$ cat src/rtl/pattern_gen_pkg.sv
// Shared constants and config-word layout for the VGA test-pattern generator.
// Config word: [6:4] mode, [3:2] ramp divider, [1:0] primary select; bit 7 is reserved.
package pattern_gen_pkg;

    localparam int CFG_W       = 7;
    localparam int CFG_MODE_LSB = 4;
    localparam int CFG_MODE_W   = 3;
    localparam int CFG_DIV_LSB  = 2;
    localparam int CFG_DIV_W    = 2;
    localparam int CFG_PRI_LSB  = 0;
    localparam int CFG_PRI_W    = 2;

    localparam logic [CFG_MODE_W-1:0] MODE_PASS = 3'd0;
    localparam logic [CFG_MODE_W-1:0] MODE_RAMP = 3'd1;
    localparam logic [CFG_MODE_W-1:0] MODE_BARS = 3'd2;
    localparam logic [CFG_MODE_W-1:0] MODE_XOR  = 3'd3;

    localparam logic [CFG_PRI_W-1:0] PRI_R   = 2'd0;
    localparam logic [CFG_PRI_W-1:0] PRI_G   = 2'd1;
    localparam logic [CFG_PRI_W-1:0] PRI_B   = 2'd2;
    localparam logic [CFG_PRI_W-1:0] PRI_ALL = 2'd3;

    typedef struct packed {
        logic [CFG_MODE_W-1:0] mode;
        logic [CFG_DIV_W-1:0]  div;
        logic [CFG_PRI_W-1:0]  pri;
    } cfg_t;

    function automatic cfg_t cfg_unpack(input logic [CFG_W-1:0] w);
        cfg_t c;
        c.mode = w[CFG_MODE_LSB +: CFG_MODE_W];
        c.div  = w[CFG_DIV_LSB  +: CFG_DIV_W];
        c.pri  = w[CFG_PRI_LSB  +: CFG_PRI_W];
        return c;
    endfunction

endpackage

$ cat src/rtl/pattern_gen_if.sv
// Beam-position, configuration and colour bundle between sync generator, pattern source and DACs.
// master drives position/config, slave (the generator) drives colour and frame count.
interface pattern_gen_if #(
    parameter int BPC = 8,
    parameter int HW  = 10
);
    logic [7:0]     cfg_in;
    logic           cfg_we;
    logic [BPC-1:0] px_in;
    logic [HW-1:0]  h;
    logic [HW-1:0]  v;
    logic           visible;
    logic           vmax;
    logic [BPC-1:0] r;
    logic [BPC-1:0] g;
    logic [BPC-1:0] b;
    logic [BPC-1:0] frame;

    modport master (
        output cfg_in, cfg_we, px_in, h, v, visible, vmax,
        input  r, g, b, frame
    );

    modport slave (
        input  cfg_in, cfg_we, px_in, h, v, visible, vmax,
        output r, g, b, frame
    );
endinterface

$ cat src/rtl/pattern_gen_bar_counter.sv
// Colour-bar index: pixel counter 0..BAR_W-1 with saturating 3-bit bar index, zero latency on idx.
// Backpressure: none; both counters hold while not visible and restart on the h==0 pixel.
module bar_counter #(
    parameter int BAR_W = 80
) (
    input  logic       clk,
    input  logic       reset,
    input  logic       h_zero,
    input  logic       visible,
    output logic [2:0] idx
);
    localparam int CW = $clog2(BAR_W);

    logic [CW-1:0] cnt_q, cnt_d, cnt_cur;
    logic [2:0]    idx_q, idx_d;

    // The h==0 pixel already belongs to bar 0, so the clear acts on the current pixel.
    always_comb begin
        cnt_cur = h_zero ? '0 : cnt_q;
        idx     = h_zero ? 3'd0 : idx_q;
        cnt_d   = cnt_cur;
        idx_d   = idx;
        if (visible) begin
            if (cnt_cur == CW'(BAR_W - 1)) begin
                cnt_d = '0;
                if (idx != 3'd7) idx_d = idx + 3'd1;
            end else begin
                cnt_d = cnt_cur + 1'b1;
            end
        end
        if (reset) begin
            cnt_d = '0;
            idx_d = 3'd0;
        end
    end

    always_ff @(posedge clk) begin
        cnt_q <= cnt_d;
        idx_q <= idx_d;
    end
endmodule

$ cat src/rtl/pattern_gen.sv
// VGA test-pattern source (pass/ramp/bars/xor), 1-clock registered colour, mode switches at vmax.
// Backpressure: none, runs at pixel rate. XOR pattern compiled only with PATTERN_GEN_XOR_EN.
module pattern_gen
    import pattern_gen_pkg::*;
#(
    parameter int BPC   = 8,
    parameter int HW    = 10,
    parameter int BAR_W = 80
) (
    input  logic           clk,
    input  logic           reset,
    pattern_gen_if.slave   bus
);
    cfg_t           pend_q, pend_d, act_q, act_d;
    logic [BPC-1:0] frame_q, frame_d;
    logic [BPC-1:0] r_q, r_d, g_q, g_d, b_q, b_d;
    logic [BPC-1:0] ramp_a, ramp_b, ramp_c;
    logic [2:0]     idx;
    logic           unused_cfg;

    assign unused_cfg = bus.cfg_in[7];

    bar_counter #(.BAR_W(BAR_W)) u_bar (
        .clk     (clk),
        .reset   (reset),
        .h_zero  (bus.h == '0),
        .visible (bus.visible),
        .idx     (idx)
    );

    // Active config samples the pending value as it was before this cycle's write.
    always_comb begin
        pend_d  = pend_q;
        act_d   = act_q;
        frame_d = frame_q;
        if (bus.cfg_we) pend_d = cfg_unpack(bus.cfg_in[CFG_W-1:0]);
        if (bus.vmax) begin
            act_d   = pend_q;
            frame_d = frame_q + 1'b1;
        end
        if (reset) begin
            pend_d  = cfg_unpack(bus.cfg_in[CFG_W-1:0]);
            act_d   = cfg_unpack(bus.cfg_in[CFG_W-1:0]);
            frame_d = '0;
        end
    end

`ifdef PATTERN_GEN_XOR_EN
    logic [BPC-1:0] h_t;
    assign h_t = BPC'(bus.h);
`endif

    always_comb begin
        ramp_a = BPC'(bus.h >> act_q.div);
        ramp_b = BPC'(bus.v);
        ramp_c = frame_q;
        r_d = '0;
        g_d = '0;
        b_d = '0;
        case (act_q.mode)
            MODE_PASS: begin
                r_d = bus.px_in;
                g_d = bus.px_in;
                b_d = bus.px_in;
            end
            MODE_RAMP: begin
                case (act_q.pri)
                    PRI_R:   begin r_d = ramp_a; g_d = ramp_b; b_d = ramp_c; end
                    PRI_G:   begin r_d = ramp_c; g_d = ramp_a; b_d = ramp_b; end
                    PRI_B:   begin r_d = ramp_b; g_d = ramp_c; b_d = ramp_a; end
                    default: begin r_d = ramp_a; g_d = ramp_a; b_d = ramp_a; end
                endcase
            end
            MODE_BARS: begin
                r_d = {BPC{~idx[1]}};
                g_d = {BPC{~idx[2]}};
                b_d = {BPC{~idx[0]}};
            end
`ifdef PATTERN_GEN_XOR_EN
            MODE_XOR: begin
                r_d = h_t ^ ramp_b;
                g_d = h_t & ramp_b;
                b_d = h_t - ramp_b + frame_q;
            end
`endif
            default: ;
        endcase
        if (!bus.visible || reset) begin
            r_d = '0;
            g_d = '0;
            b_d = '0;
        end
    end

    always_ff @(posedge clk) begin
        pend_q  <= pend_d;
        act_q   <= act_d;
        frame_q <= frame_d;
        r_q     <= r_d;
        g_q     <= g_d;
        b_q     <= b_d;
    end

    assign bus.r     = r_q;
    assign bus.g     = g_q;
    assign bus.b     = b_q;
    assign bus.frame = frame_q;
endmodule

$ cat src/flat_wrapper.sv
// flat-port wrapper written by rule: the top's interface ports become plain ports
module pattern_gen_flat import pattern_gen_pkg::*;
#(
    parameter int BPC   = 8,
    parameter int HW    = 10,
    parameter int BAR_W = 80
)
  (clk, reset, bus_cfg_in, bus_cfg_we, bus_px_in, bus_h, bus_v, bus_visible, bus_vmax, bus_r, bus_g, bus_b, bus_frame);
  pattern_gen_if #(.BPC(BPC), .HW(HW)) bus_i ();
  input  logic clk;
  input  logic reset;
  input wire logic [$bits(bus_i.cfg_in)-1:0] bus_cfg_in;
  input wire logic [$bits(bus_i.cfg_we)-1:0] bus_cfg_we;
  input wire logic [$bits(bus_i.px_in)-1:0] bus_px_in;
  input wire logic [$bits(bus_i.h)-1:0] bus_h;
  input wire logic [$bits(bus_i.v)-1:0] bus_v;
  input wire logic [$bits(bus_i.visible)-1:0] bus_visible;
  input wire logic [$bits(bus_i.vmax)-1:0] bus_vmax;
  output wire logic [$bits(bus_i.r)-1:0] bus_r;
  output wire logic [$bits(bus_i.g)-1:0] bus_g;
  output wire logic [$bits(bus_i.b)-1:0] bus_b;
  output wire logic [$bits(bus_i.frame)-1:0] bus_frame;
  assign bus_i.cfg_in = bus_cfg_in;
  assign bus_i.cfg_we = bus_cfg_we;
  assign bus_i.px_in = bus_px_in;
  assign bus_i.h = bus_h;
  assign bus_i.v = bus_v;
  assign bus_i.visible = bus_visible;
  assign bus_i.vmax = bus_vmax;
  assign bus_r = bus_i.r;
  assign bus_g = bus_i.g;
  assign bus_b = bus_i.b;
  assign bus_frame = bus_i.frame;
  pattern_gen #(.BPC(BPC), .HW(HW), .BAR_W(BAR_W)) u_core (.clk(clk), .reset(reset), .bus(bus_i));
endmodule
$ cat config.mk
export PLATFORM = sky130hd
export DESIGN_NAME = pattern_gen_flat
export DESIGN_NICKNAME = d
export VERILOG_FILES = /design/src/rtl/pattern_gen_pkg.sv /design/src/rtl/pattern_gen_if.sv /design/src/rtl/pattern_gen_bar_counter.sv /design/src/rtl/pattern_gen.sv /design/src/flat_wrapper.sv
export SDC_FILE = /design/constraint.sdc
export NUM_CORES = 1
export LEC_CHECK = 0
export ABC_CLOCK_PERIOD_IN_PS = 2000
export BUFFER_PORTS_ARGS = -buffer_cell sky130_fd_sc_hd__buf_2
export CORE_ASPECT_RATIO = 0.6
export CORE_MARGIN = 10
export CORE_UTILIZATION = 43
export DETAILED_ROUTE_END_ITERATION = 16
export PLACE_DENSITY = 0.78
export SYNTH_ARGS = -nofsm -noshare
export SYNTH_HDL_FRONTEND = slang
export SYNTH_SLANG_ARGS = --single-unit
$ cat constraint.sdc
create_clock -name clk -period 2 [get_ports clk]
set_input_delay 0.3 -clock clk [delete_from_list [all_inputs] [get_ports clk]]
set_output_delay 0.3 -clock clk [all_outputs]
set_load 0.005 [all_outputs]
; ---- Word level (Yosys, flattened, before mapping)
; Index checks and enable logic that the tools add are counted.
; Widths: inputs -> output; s select.
[op_classes]
n_addsub = 3
n_mul = 0
div = 0
magnitude_cmp = 0
n_eq_ne = 6
n_shift = 1
n_mux = 17
n_bitwise = 3
reduce_logical = 7
[op_table]
columns = op, n
row1 = $pmux 8 s3, 3
row2 = $mux 7, 7
row3 = $pmux 8 s2, 3
row4 = $mux 3, 4
row5 = $logic_not 10->1, 1
row6 = $shr 10x2->8, 1
row7 = $add 8x1->8 const B, 1
row8 = $add 7x1->7 const B, 1
row9 = $eq 7x7->1 const B, 1
row10 = $reduce_bool 2->1, 2
row11 = $add 3x1->3 const B, 1
row12 = $eq 3x1->1 const B, 1
row13 = $eq 3x2->1 const B, 1
row14 = $logic_not 3->1, 1
row15 = $ne 3x3->1 const B, 1
row16 = $not 1->1, 3
row17 = $eq 2x1->1 const B, 1
row18 = $eq 2x2->1 const B, 1
row19 = $logic_not 2->1, 1
row20 = $logic_not 1->1, 1
row21 = $logic_or 1x1->1, 1
[word_totals]
register_bits = 56
latchBits = 0
ram_bits = 0
rom_bits = 0
in_bits = 41
n_memories = 0

; ---- Depth between registers and ports, before layout
; Gate-level depths: netlist (run 1).
[depth]
depth_word = 6
depth_mapped = 9

; ---- Hierarchy
; From an unflattened synthesis (run 1), not the netlist that was laid out.
[hier_totals]
hier_cells = 331
hier_area_um2 = 3106.7
[modules_own_cells]
columns = module, n_inst, cells_per_inst, area_each_um2, seq_area_each_um2
row1 = pattern_gen, 1, 269, 2502.4, 1061.0
row2 = bar_counter, 1, 62, 604.3, 200.2

; ---- Worst setup path before layout (run 1)
; Ideal clock, no wire load.
[synth_timing]
path_kind = input to register
start = in bus_h[1]
end = reg u_core.u_bar.idx_q[0]
setup_ps = 121
t_arrival_ps = 1776
required_ps = 1879
path_slack_ps = 103
cell_stages = 9
path_buffers = 1
cell_sequence = nor4_1 > nand3_1 > clkbuf_1 > and2_1 > ha_1 > nand4_1 > nand4bb_1 > xor2_1 > nor2_1
[synth_via]
elab_chain_cells = 6
word_cells_on_any_way = 9
classes_between = 1 x add/sub / 2 x eq/ne / 5 x mux / 1 x reduce/logical
[synth_rtl]
columns = item, line_no
row1 = from (decl), flat_wrapper.sv:15  ; input wire logic [$bits(bus_i.h)-1:0] bus_h;
row2 = $logic_not 10->1 (*), pattern_gen.sv:26  ; .h_zero (bus.h == '0),
row3 = $mux 3, pattern_gen_bar_counter.sv:20  ; idx = h_zero ? 3'd0 : idx_q;
row4 = $add 3x1->3 or $ne 3x3->1 (tied branches), pattern_gen_bar_counter.sv:26  ; if (idx != 3'd7) idx_d = idx + 3'd1;
row5 = $mux 3, pattern_gen_bar_counter.sv:26
row6 = $mux 3, pattern_gen_bar_counter.sv:24  ; if (cnt_cur == CW'(BAR_W - 1)) begin
row7 = $mux 3 (*), pattern_gen_bar_counter.sv:23  ; if (visible) begin
row8 = to (signal assigned), pattern_gen_bar_counter.sv:39  ; idx_q <= idx_d;
row9 = to (decl), pattern_gen_bar_counter.sv:15  ; logic [2:0] idx_q, idx_d;
; Every way passes the cells marked *; elsewhere a longest branch is shown, timed or not.
; A chain may end at the register's enable or synchronous reset.

; ---- Worst setup path after layout (run 1)
[layout_timing]
start = reg u_core.act_q[6] (netlist name)
end = reg u_core.r_q[0], in the netlist u_core.bus.r[0]
[layout_via]
elab_chain_cells = 2
word_cells_on_any_way = 4
classes_between = 2 x eq/ne / 1 x mux / 1 x reduce/logical
[layout_rtl]
columns = item, line_no
row1 = from (decl), pattern_gen.sv:14  ; cfg_t pend_q, pend_d, act_q, act_d;
row2 = from (signal assigned), pattern_gen.sv:97  ; act_q <= act_d;
row3 = "$eq 3x2->1, or another cell as far along", pattern_gen.sv:60  ; case (act_q.mode)
row4 = $pmux 8 s3 (*), pattern_gen.sv:60
row5 = to (signal assigned), pattern_gen.sv:99  ; r_q <= r_d;
row6 = to (decl), pattern_gen.sv:16  ; logic [BPC-1:0] r_q, r_d, g_q, g_d, b_q, b_d;
; Marks and branches as above.

==> flow_metrics.py, run 1 <==
metrics = {
    "run_status": {
        "status": "complete, no violations",
    },
    "clocking": {
        "clockBufferDepth": 2,
        "htree_levels": 2,
        "cts_tree": "done",
        "clock-sinks": 56,
        "clock_tree.root_cell": "clkbuf_16",
        "path_clk_slew_ns": 0.07,
        "insertion_delay_ns": 0.29,
        "cts_buffers": 5,
    },
    "floorplanning": {
        "core_um2": 6620,
        "start_util": 0.441,
        "top_level_ports": 73,
        "dieWidth_um": 126,
        "die_area_um2": 10600,
        "fp-row-count": 23,
        "die_h_um": 83.8,
    },
    "min_path": {
        "hold_path.class": "input port to register",
        "hold_depth": 1,
        "min-delay-start": "bus_cfg_in[3]",
    },
    "yosys": {
        "avgSynthCellArea_um2": 8.92,
        "yosysWarnings": 0,
        "synth-seq-cells": 56,
        "syn_area_um2": 2920,
        "synth-seq-area-share": 0.432,
        "syn-num-nets": 374,
        "syn-instance-count": 327,
        "synth_cell_types": 38,
    },
    "critical_path": {
        "critPathLaunchType": "register",
        "critPathKind": "register to register",
        "crit_start": "u_core.act_q[6]",
        "cp-end-kind": "register",
        "critPathMaxStageDelay_ns": 0.70,
        "worst_path_max_delay_cell": "or3b_2",
        "reg2reg_depth": 4,
        "crit_path_cell_trace": "or3b_2 -> a21oi_1 -> o21ai_0 -> a31oi_1",
        "worst_ep_arrival_time_ns": 2.06,
        "regToRegStartpoint": "u_core.act_q[6]",
        "path_max_fanout": 23,
        "required_ns": 2.20,
    },
    "grt": {
        "grt.total_usage": 0.151,
        "grt_pass1_vias": 2585,
        "grt_start_max_net_pins": 24,
        "grt-ovfl-total": 0,
        "grt_pass1_wl_um": 13300,
        "antenna_found_initial": 4,
    },
    "finish": {
        "stdcell_count": 491,
        "nets": 449,
        "drive_above_1_share": 0.283,
        "layout_common_cells": "buf_2 (69), dfxtp_1 (42), nand2_1 (34)",
        "area_growth_pct": 23.5,
        "final_area_um2": 3600,
        "final_common_cell": "buf_2",
        "n_fill_cell": 592,
    },
    "sta": {
        "tns_ns": 0,
        "slew_headroom": 0.584,
        "worst_slew_pin_slew_ns": 0.622,
        "period_share": 0.930,
        "hold_viol": 0,
        "post-route-min-period_ns": 1.86,
        "rsz0062_at_grt": "false",
        "holdWs_ns": 0.196,
        "report.final.slew_viol_count": 0,
        "setup_violations": 0,
        "fmax_ghz": 0.538,
        "skew_ns": 0.00501,
    },
    "routing": {
        "vias_per_cell": 5.62,
        "dr.pass1.iters": 5,
        "drc": 0,
        "detail-route-antenna-nets": 0,
        "wirelength_um": 8230,
        "route.detailed.wl_per_inst_um": 16.8,
        "drt-initial-drc-count": 332,
        "vias": 2757,
    },
    "power": {
        "internal_power_uw": 1900,
        "p_per_area_nw_per_um2": 721,
        "p_leak_uw": 0.00153,
        "power_uw": 2600,
        "power_frac_comb": 0.160,
        "pwr-share-seq": 0.487,
        "peakVddDrop_mv": 0.404,
        "p_sw_uw": 697,
        "swShare": 0.268,
        "power.share.clock": 0.353,
    },
    "place": {
        "hpwlAfterDp_um": 6560,
        "post_dp_cell_area_um2": 3420,
        "portBuffers": 69,
        "place.gp.congestion": 0.983,
        "dp_cells": 481,
    },
    "run": {
        "drv_cap": 0,
    },
}
==> metal layers <==
metal  global-route usage  wire, um  vias up
li1                     -         -     1334
met1                0.218      4000     1262
met2                0.203      3230      144
met3               0.0603       883       15
met4               0.0309       102        2
met5                    0        11        -
==> timing repair <==
| action | 4_1_cts | 5_1_grt |
|---|---|---|
| resized for setup | 0 | 4 |
| endpoints found under the setup margin | 0 | 6 |
| hold buffers | 0 | 0 |
| setup buffers | 0 | 1 |
==> worst paths after layout <==
path / to / slack (ns)
max: u_core.bus.r[0] / 0.14
min: u_core.pend_q[3] / 0.20
max reg2reg: u_core.bus.r[0] / 0.14
min reg2reg: u_core.u_bar.idx_q[1] / 0.50
==> power by group through the flow <==
stage / Combinational (uW) / Sequential, uW / Clock (uW)
floorplan: 265 / 1270 / 0
finish: 416 / 1260 / 917
detailed placement: 404 / 1290 / 0
global placement: 389 / 1290 / 0
global route: 456 / 1270 / 977
CTS: 405 / 1260 / 930
==> flip-flops by register name, summed over array words and instances (netlist names) <==
register and count:
u_core.u_bar.cnt_q 7, u_core.bus.b 8, u_core.pend_q 7, u_core.bus.frame 8, u_core.act_q 7, u_core.bus.r 8, u_core.bus.g 8, u_core.u_bar.idx_q 3
==> per-stage QoR <==
| step | util | worst slack (ns) |
|---|---|---|
| finish | 0.544 | 0.140 |
| global route | 0.544 | 0.0181 |
| detailed placement | 0.517 | -0.0966 |
| CTS | 0.541 | 0.0690 |
| global placement | 0.517 | -0.00690 |
| floorplan | - | 0.103 |
==> area by class of cell <==
class | count | area (um2) | share of cell area
antenna | 1 | 2.50 | 0.000695
clock buffer | 6 | 139 | 0.0386
clock inverter | 2 | 18.8 | 0.00521
inverter | 2 | 7.51 | 0.00208
multi-input combinational | 249 | 1580 | 0.438
sequential | 56 | 1260 | 0.350
tap | 87 | 109 | 0.0302
timing repair buffer | 88 | 488 | 0.135
==> worst max-delay path, delay by kind of cell (launching register included) <==
family | cells | cell delay (ns)
AOI/OAI and AO/OA | 3 | 0.62
DFF | 1 | 0.45
and+or+nand+nor | 1 | 0.70
==> cells in the mapped netlist <==
library cell  count  area, um2
a21o_1            4       30.0
a21oi_1          15       75.1
a22o_1            1       8.76
a22oi_1          24        180
a31oi_1           8       50.1
and2_1           13       81.3
and3_1            1       6.26
buf_2             7       35.0
clkbuf_1         13       48.8
dfxtp_1          42        841
edfxtp_1         14        420
ha_1              6       75.1
inv_1             2       7.51
mux2_2            7       78.8
mux2i_1          17        170
nand2_1          34        128
nand2b_1          1       6.26
nand3_1          20        100
nand4_1           5       31.3
nand4bb_1         1       11.3
nor2_1           30        113
nor2_4            1       11.3
nor2b_1           4       25.0
nor3_1            4       20.0
nor3b_1           3       22.5
nor4_1            2       12.5
nor4_4            2       42.5
o21ai_0          28        140
o21ai_1           1       5.00
o22ai_1           1       6.26
or2_1             1       6.26
or2_2             2       12.5
or3_1             2       12.5
or3b_1            1       8.76
or3b_4            1       11.3
or4b_4            1       13.8
xnor2_1           2       17.5
xor2_1            6       52.6
==> cells by family after synthesis <==
group | synth area share
flip-flops | 0.432
adder cells (fa/ha/maj) | 0.0257
AO/OA/AOI/OAI | 0.170
AND/OR/NAND/NOR | 0.232
multiplexers | 0.0853
buffers and inverters | 0.0313
XOR/XNOR | 0.0240
Power figures use the tool's default switching activity.
==> inputs of run 2 (changes only) <==
--- a/config.mk
+++ b/config.mk
@@ -8,5 +8,5 @@
 export ABC_CLOCK_PERIOD_IN_PS = 2000
 export BUFFER_PORTS_ARGS = -buffer_cell sky130_fd_sc_hd__buf_2
-export CORE_ASPECT_RATIO = 0.6
+export CORE_ASPECT_RATIO = 1.2
 export CORE_MARGIN = 10
 export CORE_UTILIZATION = 43
==> constraint.sdc (replaced) <==
create_clock -name clk -period 2 [get_ports clk]
set_input_delay 0 -clock clk [delete_from_list [all_inputs] [get_ports clk]]
set_output_delay 0 -clock clk [all_outputs]
set_load 0.005 [all_outputs]
==> flow_metrics.py, run 2 (synthesized netlist as in run 1, its figures left out) <==
metrics = {
    "sta": {
        "hold_viol": 0,
        "worst_slew_pin_slew_ns": 0.660,
        "fmax_ghz": 0.542,
        "skew_ns": 0.00989,
        "tns_ns": 0,
        "rsz0062_at_grt": "false",
        "report.final.slew_viol_count": 0,
        "slew_headroom": 0.560,
        "period_share": 0.922,
        "setup_violations": 0,
        "post-route-min-period_ns": 1.84,
    },
    "power": {
        "p_leak_uw": 0.00151,
        "p_per_area_nw_per_um2": 638,
        "power_uw": 2280,
        "peakVddDrop_mv": 0.386,
    },
    "critical_path": {
        "critPathLaunchType": "register",
        "path_max_fanout": 8,
        "regToRegStartpoint": "u_core.act_q[0]",
        "cp-end-kind": "register",
        "r2r-end": "u_core.bus.b[5]",
        "r2r_slack_ns": 0.16,
        "reg2reg_depth": 6,
        "required_ns": 2.26,
        "critPathKind": "register to register",
        "worst_ep_arrival_time_ns": 2.10,
    },
    "run": {
        "drv_cap": 0,
    },
    "floorplanning": {
        "die_h_um": 110,
        "dieWidth_um": 95.2,
        "die_area_um2": 10500,
        "top_level_ports": 73,
        "start_util": 0.447,
        "fp-row-count": 32,
        "core_um2": 6530,
    },
    "routing": {
        "route.detailed.wl_per_inst_um": 15.3,
        "detail-route-antenna-nets": 0,
        "drt-initial-drc-count": 270,
        "vias": 2671,
        "drc": 0,
        "wirelength_um": 7490,
        "vias_per_cell": 5.45,
        "dr.pass1.iters": 6,
    },
    "place": {
        "hpwlAfterDp_um": 5720,
        "portBuffers": 69,
        "place.gp.congestion": 0.843,
        "dp_cells": 466,
        "post_dp_cell_area_um2": 3320,
    },
    "clocking": {
        "insertion_delay_ns": 0.31,
        "clock-sinks": 56,
        "clock_tree.root_cell": "clkbuf_8",
        "clockBufferDepth": 2,
        "cts_buffers": 5,
        "path_clk_slew_ns": 0.10,
        "htree_levels": 2,
        "cts_tree": "done",
    },
    "grt": {
        "grt_pass1_wl_um": 12100,
        "grt_pass1_vias": 2558,
        "grt.total_usage": 0.142,
        "grt_start_max_net_pins": 25,
        "antenna_found_initial": 2,
        "grt-ovfl-total": 0,
    },
    "min_path": {
        "hold_path.class": "input port to register",
        "min_to": "u_core.u_bar.cnt_q[0]",
        "min-delay-start": "bus_visible",
        "hold_depth": 3,
    },
    "finish": {
        "layout_common_cells": "buf_2 (69), dfxtp_1 (42), nand2_1 (34)",
        "area_growth_pct": 22.5,
        "n_antenna_cell": 0,
        "final_common_cell": "buf_2",
        "stdcell_count": 490,
        "final_area_um2": 3570,
        "drive_above_1_share": 0.242,
        "finish.utilization": 0.548,
        "nets": 451,
    },
    "run_status": {
        "status": "complete, no violations",
    },
}
-- run 2: critical path, stage by stage (launching register included) --
cell and delay (ns):
edfxtp_1 0.37, inv_1 0.07, ha_1 0.22, or4b_4 0.53, nor4_4 0.39, nand2_1 0.12, nand3_1 0.10
-- run 2: stage by stage --
step           setup WS, ns  hold WS [ns]
2_1_floorplan         0.274        0.0989
3_3_place_gp          0.220         0.195
3_5_place_dp          0.131         0.194
4_1_cts               0.113       0.00559
5_1_grt              0.0366        0.0128
6_report              0.156       0.00863
-- run 2: cell type report --
class                           count  area, um2
Sequential cell                    56       1260
Inverter                            2       7.51
Timing Repair Buffer               90        541
Clock inverter                      3       20.0
Fill cell                         583       2950
Tap cell                           85        106
Multi-Input combinational cell    249       1570
Clock buffer                        5       68.8
-- run 2: metal layers --
| metal | up-vias | track usage | wire length, um |
|---|---|---|---|
| met5 | - | 0 | 33 |
| met2 | 122 | 0.229 | 3520 |
| li1 | 1334 | - | - |
| met3 | 19 | 0.0433 | 711 |
| met1 | 1192 | 0.166 | 3040 |
| met4 | 4 | 0.0728 | 186 |
-- run 2: what timing repair did --
| action | CTS | global route |
|---|---|---|
| gates resized for setup | 0 | 2 |
| buffers inserted | 0 | 1 |
| endpoints found under the setup margin | 0 | 5 |
| hold buffers | 15 | 0 |
| hold endpoints to repair | 15 | 0 |
-- run 2: worst max path at each step --
| stage | start | end | slack (ns) | cells after the start |
|---|---|---|---|---|
| 4_1_cts | u_core.act_q[0] | u_core.bus.g[7] | 0.11 | 6 |
| 5_1_grt | u_core.act_q[5] | u_core.bus.r[3] | 0.04 | 4 |
| 3_5_place_dp | u_core.act_q[0] | u_core.bus.g[5] | 0.13 | 6 |
| 6_report | u_core.act_q[0] | u_core.bus.b[5] | 0.16 | 6 |
| 2_1_floorplan | u_core.act_q[0] | u_core.bus.g[6] | 0.27 | 7 |
| 3_3_place_gp | u_core.act_q[0] | u_core.bus.g[5] | 0.22 | 6 |
-- run 2: power breakdown --
group	internal, uW	leakage, uW	total (uW)	switching [uW]
combinational	179	0.000978	413	234
sequential	1220	0.000483	1260	45.0
clock	245	0.0000455	604	359
total	1640	0.00151	2280	638
